<file path="src/rtl/sprite_fetch_arbiter_if.sv">
// Renderer-side bundle of the sprite fetch arbiter: per-sprite requests and
// addresses in, one-hot grant plus tagged fetched byte out.
interface sprite_fetch_arbiter_if #(
  parameter int NUM_SPRITES = 4
) ();
  logic [NUM_SPRITES-1:0]   req;
  logic [8*NUM_SPRITES-1:0] req_addr;
  logic [NUM_SPRITES-1:0]   gnt;
  logic [7:0]               data_out;
  logic [NUM_SPRITES-1:0]   data_valid;

  modport master (
    output req,
    output req_addr,
    input  gnt,
    input  data_out,
    input  data_valid
  );

  modport slave (
    input  req,
    input  req_addr,
    output gnt,
    output data_out,
    output data_valid
  );
endinterface

</file>
<file path="src/rtl/sprite_fetch_arbiter.sv">
// Round-robin arbiter sharing one sprite bitmap ROM among NUM_SPRITES renderers,
// with a per-scanline fetch budget and a per-frame sticky overflow flag.
module sprite_fetch_arbiter #(
  parameter int NUM_SPRITES = 4,
  parameter int LINE_BUDGET = 64
) (
  input  logic                   clk,
  input  logic                   reset,
  input  logic                   hsync,
  input  logic                   vsync,
  sprite_fetch_arbiter_if.slave  bus,
  output logic [7:0]             rom_addr,
  input  logic [7:0]             rom_bits,
  output logic                   busy,
  output logic                   overflow
);

  localparam int         PW     = (NUM_SPRITES > 1) ? $clog2(NUM_SPRITES) : 1;
  localparam logic [7:0] BUDGET = 8'(LINE_BUDGET);

  function automatic logic [NUM_SPRITES-1:0] onehot(input logic [PW-1:0] idx);
    return {{(NUM_SPRITES-1){1'b0}}, 1'b1} << idx;
  endfunction

  function automatic logic [PW-1:0] ptr_after(input logic [PW-1:0] w);
    return PW'((int'(w) + 1) % NUM_SPRITES);
  endfunction

  logic [PW-1:0] rr_ptr_q, rr_ptr_d, sel_a_q, sel_a_d, sel_d_q, sel_d_d;
  logic [7:0]    fetch_count_q, fetch_count_d;
  logic [7:0]    rom_addr_q, rom_addr_d, data_out_q, data_out_d;
  logic          va_q, va_d, vd_q, vd_d;
  logic          overflow_q, overflow_d;
  logic          hsync_q, hsync_d, vsync_q, vsync_d;

  logic [PW-1:0] win_s;
  logic [PW-1:0] idx_s;
  logic          found_s, hit_s, grant_s, eligible_s;
  logic          hsync_rise_s, vsync_rise_s;

  // Round-robin scan starting at rr_ptr; first requester found wins.
  always_comb begin
    win_s   = '0;
    idx_s   = '0;
    hit_s   = 1'b0;
    found_s = 1'b0;
    for (int k = 0; k < NUM_SPRITES; k++) begin
      idx_s   = PW'((int'(rr_ptr_q) + k) % NUM_SPRITES);
      hit_s   = bus.req[idx_s] & ~found_s;
      win_s   = hit_s ? idx_s : win_s;
      found_s = found_s | hit_s;
    end
  end

  // Grant qualification, budget accounting and pipeline next-state.
  always_comb begin
    eligible_s   = reset & (fetch_count_q < BUDGET);
    grant_s      = eligible_s & found_s;
    hsync_rise_s = hsync & ~hsync_q;
    vsync_rise_s = vsync & ~vsync_q;

    bus.gnt       = grant_s ? onehot(win_s) : '0;
    rr_ptr_d      = grant_s ? ptr_after(win_s) : rr_ptr_q;
    // An hsync rise restarts the line count, including a grant taken on that cycle.
    fetch_count_d = hsync_rise_s ? {7'd0, grant_s} : (fetch_count_q + {7'd0, grant_s});
    overflow_d    = vsync_rise_s ? 1'b0
                  : (overflow_q | ((|bus.req) & (fetch_count_q == BUDGET)));

    va_d       = grant_s;
    sel_a_d    = grant_s ? win_s : sel_a_q;
    rom_addr_d = grant_s ? bus.req_addr[{win_s, 3'b000} +: 8] : rom_addr_q;
    vd_d       = va_q;
    sel_d_d    = sel_a_q;
    data_out_d = va_q ? rom_bits : data_out_q;
    hsync_d    = hsync;
    vsync_d    = vsync;
  end

  // State registers with synchronous active-low reset; in-flight fetches are dropped.
  always_ff @(posedge clk) begin
    if (!reset) begin
      rr_ptr_q      <= '0;
      sel_a_q       <= '0;
      sel_d_q       <= '0;
      fetch_count_q <= 8'd0;
      rom_addr_q    <= 8'd0;
      data_out_q    <= 8'd0;
      va_q          <= 1'b0;
      vd_q          <= 1'b0;
      overflow_q    <= 1'b0;
      hsync_q       <= 1'b0;
      vsync_q       <= 1'b0;
    end else begin
      rr_ptr_q      <= rr_ptr_d;
      sel_a_q       <= sel_a_d;
      sel_d_q       <= sel_d_d;
      fetch_count_q <= fetch_count_d;
      rom_addr_q    <= rom_addr_d;
      data_out_q    <= data_out_d;
      va_q          <= va_d;
      vd_q          <= vd_d;
      overflow_q    <= overflow_d;
      hsync_q       <= hsync_d;
      vsync_q       <= vsync_d;
    end
  end

  assign rom_addr       = rom_addr_q;
  assign bus.data_out   = data_out_q;
  assign bus.data_valid = vd_q ? onehot(sel_d_q) : '0;
  assign busy           = va_q | vd_q;
  assign overflow       = overflow_q;

endmodule

</file>
<file path="src/flat_wrapper.sv">
// flat-port wrapper written by rule: the top's interface ports become plain ports
module sprite_fetch_arbiter_flat 
#(
  parameter int NUM_SPRITES = 4,
  parameter int LINE_BUDGET = 64
)
  (clk, reset, hsync, vsync, rom_addr, rom_bits, busy, overflow, bus_req, bus_req_addr, bus_gnt, bus_data_out, bus_data_valid);
  sprite_fetch_arbiter_if #(.NUM_SPRITES(NUM_SPRITES)) bus_i ();
  input  logic clk;
  input  logic reset;
  input  logic hsync;
  input  logic vsync;
  output logic [7:0] rom_addr;
  input  logic [7:0] rom_bits;
  output logic busy;
  output logic overflow;
  input wire logic [$bits(bus_i.req)-1:0] bus_req;
  input wire logic [$bits(bus_i.req_addr)-1:0] bus_req_addr;
  output wire logic [$bits(bus_i.gnt)-1:0] bus_gnt;
  output wire logic [$bits(bus_i.data_out)-1:0] bus_data_out;
  output wire logic [$bits(bus_i.data_valid)-1:0] bus_data_valid;
  assign bus_i.req = bus_req;
  assign bus_i.req_addr = bus_req_addr;
  assign bus_gnt = bus_i.gnt;
  assign bus_data_out = bus_i.data_out;
  assign bus_data_valid = bus_i.data_valid;
  sprite_fetch_arbiter #(.NUM_SPRITES(NUM_SPRITES), .LINE_BUDGET(LINE_BUDGET)) u_core (.clk(clk), .reset(reset), .hsync(hsync), .vsync(vsync), .bus(bus_i), .rom_addr(rom_addr), .rom_bits(rom_bits), .busy(busy), .overflow(overflow));
endmodule
</file>
<file path="config.mk">
export PLATFORM = sky130hd
export DESIGN_NAME = sprite_fetch_arbiter_flat
export DESIGN_NICKNAME = d
export VERILOG_FILES = /design/src/rtl/sprite_fetch_arbiter_if.sv /design/src/rtl/sprite_fetch_arbiter.sv /design/src/flat_wrapper.sv
export SDC_FILE = /design/constraint.sdc
export NUM_CORES = 1
export LEC_CHECK = 0
export CORE_AREA = 2 2 46 91
export CTS_CLUSTER_DIAMETER = 150
export DETAILED_ROUTE_END_ITERATION = 8
export DIE_AREA = 0 0 48 93
export GPL_ROUTABILITY_DRIVEN = 0
export PLACE_DENSITY = 0.9
export SLEW_MARGIN = 20
export SYNTH_ARGS = -nofsm -noshare
export SYNTH_HDL_FRONTEND = slang
export SYNTH_SLANG_ARGS = --single-unit
</file>
<file path="constraint.sdc">
create_clock -name clk -period 4.5 [get_ports clk]
set_input_delay 0.45 -clock clk [delete_from_list [all_inputs] [get_ports clk]]
set_output_delay 0.45 -clock clk [all_outputs]
set_load 0.05 [all_outputs]
</file>
==> results.md <==
- EDFF count, synth: 0
- First-pass iteration count of the detailed router: 6
- Drt first-iter violations: 11
- Vias in the first global route: around 1500
- Final setup violation count: 0
- Clock sinks: 35
- Dominant synthesized flop cell: dfxtp_1
- Mean area per synthesized cell: 9.41 um^2
- Top cells by area, synth: dfxtp_1 (42%), mux2i_1 (14%), ha_1 (4.5%), nor2b_1 (4.2%), o221ai_1 (3.7%)
- Residual DRC: 0
- Clk slew on worst S/H paths: 70 ps
- Flop-to-flop setup slack: 2160 ps
- Worst-path cell chain: clkdlybuf4s50_1, inv_1, a221oi_1, o22a_1, inv_1, ha_1, and2_1, clkdlybuf4s50_1
- Inserted Diodes: 0
- Peak VDD IR: 0.000268 V
- Tightest Pin Transition: 766 ps
- Clock root cell: clkbuf_8
- Period utilisation layout: 77.9%
- CP Capture Type: primary output
- Die X: 48 um
- Worst Skew: 5.64 ps
- Hold WC Path Type: register to register
- Clk buf depth: 2
- Initial antenna violation count: 0
- Layout cells sized above 1: 4.80%
- Post-CTS Hold Buffers: 0
- Placed Cells: around 290
- WL met1: 1450 um
- Via-to-Cell Ratio: 5.13
- Nets: 303
- Die Footprint: 0.00446 mm^2
- Final Non-Filler Cells: 301
- CTS tree: yes
- Layout area overhead: 51.6%
- Synth area leader: dfxtp_1
- Cts repair resizes: 0
- Setup crit start kind: input pin
- Setup Fix Bufs, Post-CTS: 0
- Crit-path max FO: 10
- Synth top area share: 42.3%
- CP Data Required Time: 4050 ps
- Vias: 1543
- Max cap viols: 0
- Initial Util: 43.6%
- Average wire per standard cell: 13.9 um
- Final hold vios: 0
- End point of the critical path: bus_gnt[2]
- R2r worst-path depth: 6
- Synth Area in Compound Gates: 11.0%
- Critical Setup Path Class: input pin to primary output
- Power per cell area: 377 mW/mm^2
- Mapped Nets: 230
- Main combinational cell family by area after synthesis: simple AND/OR/NAND/NOR gates
- FF-to-FF End: u_core.rom_addr[1]
- Post-synthesis adder-cell area fraction: between 4 and 5%
- Leakage: 1.02 nW
- Die Y: 93 um
- Post-Synth Simple-Gate Area: 20.5%
- YS warnings: 0
- GR Util All Layers: 21.2%
- WL met3: 189 um
- Worst-Skew Late Latency: 290 ps
- Antenna Nets Post-Route: 0
- DP Wirelength: 3260 um
- Total gr overflow: 0
- Met2 routed WL: 2400 um
- XOR/XNOR Fraction of Synth Area: 3.17%
- RSZ-0062 raised after global routing: no
- Layout fillers: 319
- Worst path arrival time: 3060 ps
- Mux cell area share after synthesis: between 10% and 20%
- Max stage delay on crit path: between 600 and 700 ps
- Upper clock frequency limit: around 290 MHz
- TNS Setup: 0 ps
- Largest net degree at the start of global routing: 28
- # rows: 32
- Worst r2r src: u_core.fetch_count_q[7]
- Yosys reg bits: 35
- Register area share after synthesis: 42.3%
- First-pass GRT wire length: 6810 um
- Slew Limit Fails: 0
- I/O pin total: 74
- Critical Path Start: bus_req[3]
- Final WL: between 4000 and 5000 um
- Slowest cell on crit path: clkdlybuf4s50_1
- Asr flop ratio synth: 0%
- DR top layer: met4
- Number of CTS-inserted buffers: 5
- Mapped Cells: 176
- Status: complete, no violations
- H-tree depth: 2
- Slew headroom: 48.7%
- I/O Buffers: 73
- Library cells used by synthesis: 36
- Core box area: about 0.0038 mm^2
- Min Clock Period, post-route: 3510 ps
- Syn Std Cell Area: 0.00166 mm^2
==> worst min-delay path by stage <==
stage / startpoint / end / slack (ps) / cells after the start
floorplan: u_core.sel_a_q[1] / u_core.sel_d_q[1] / 400 / 2
global placement: u_core.sel_a_q[1] / u_core.sel_d_q[1] / 430 / 2
detailed placement: u_core.sel_a_q[1] / u_core.sel_d_q[1] / 430 / 2
CTS: u_core.sel_a_q[1] / u_core.sel_d_q[1] / 460 / 2
global route: u_core.sel_a_q[1] / u_core.sel_d_q[1] / 490 / 2
finish: u_core.sel_a_q[1] / u_core.sel_d_q[1] / 460 / 2
==> cell usage after synthesis, types with 2 or more instances <==
master	instances
and2_1	8
ha_1	6
nand2_1	8
xor2_1	5
clkbuf_1	6
nor3_1	2
inv_1	9
buf_2	2
o21ai_0	5
o221ai_1	7
nor2_1	10
mux2i_1	23
a21oi_1	2
o211ai_1	2
and3_1	4
dfxtp_1	35
nor2b_1	11
nor4_1	2
nand3_1	12
==> final cells by class <==
cell class / instances / area [um^2] / share of cell area (%)
multi-input combinational: 122 / 878 / 35.0
sequential: 35 / 701 / 27.9
clock buffer: 6 / 72.6 / 2.89
tap: 51 / 63.8 / 2.54
clock inverter: 2 / 12.5 / 0.498
timing repair buffer: 75 / 746 / 29.7
inverter: 10 / 37.5 / 1.49
==> critical path: cells and delay by family <==
kind,cells,cell delay (ps)
buffers and inverters,4,1450
and+or+nand+nor,1,130
adders and majority gates,1,240
AOI/OAI and AO/OA,2,790
==> sequential cells by signal, summed over array words and instances (netlist names) <==
| signal | cells |
|---|---|
| u_core.overflow | 1 |
| u_core.vsync_q | 1 |
| u_core.va_q | 1 |
| u_core.sel_d_q | 2 |
| u_core.rom_addr | 8 |
| u_core.hsync_q | 1 |
| u_core.bus.data_out | 8 |
| u_core.sel_a_q | 2 |
| u_core.fetch_count_q | 8 |
| u_core.rr_ptr_q | 2 |
| u_core.vd_q | 1 |
==> stage by stage <==
step	power (mW)	utilization, %	instance area (um^2)	setup slack (ps)	hold slack, ps
2_1_floorplan	0.603	-	1660	2340	400
3_3_place_gp	0.726	63.8	2430	1070	427
3_5_place_dp	0.733	63.8	2430	990	426
4_1_cts	0.954	66.0	2510	985	462
5_1_grt	0.997	66.0	2510	776	491
6_report	0.948	66.0	2510	994	458
==> kinds of logic (layout without fill, tap and decap cells) <==
group                    count (synthesis)  after routing
AO/OA/AOI/OAI                           24             24
XOR/XNOR                                 6              6
adder cells (fa/ha/maj)                  6              6
buffers and inverters                   19             93
flip-flops                              35             35
multiplexers                            23             23
AND/OR/NAND/NOR                         63             63
==> layer usage <==
metal  GRT usage (%)  vias to the layer above
met5               0                        -
met4            10.6                        0
met3            5.60                       11
met2            35.9                       53
met1            22.2                      717
li1                -                      762
==> report_power, final <==
part / switching, mW / leakage (nW) / internal [mW]
clock: 0.114 / 0.0412 / 0.108
combinational: 0.204 / 0.687 / 0.148
sequential: 0.0263 / 0.289 / 0.347
total: 0.345 / 1.02 / 0.603
==> cells in the final DEF, fill, tap and decap left out, drive strengths merged, types with 2 or more instances in the layout <==
cell / instances
dfxtp: 35
a21oi: 2
clkbuf: 6
inv: 10
o221ai: 7
ha: 6
o211ai: 2
o21ai: 6
nand3: 12
buf: 2
nor2: 10
clkdlybuf4s50: 73
mux2i: 23
and3: 4
nor3: 2
xor2: 5
nand2: 8
nor4: 2
and2: 8
nor2b: 11
Power figures use the tool's default switching activity.
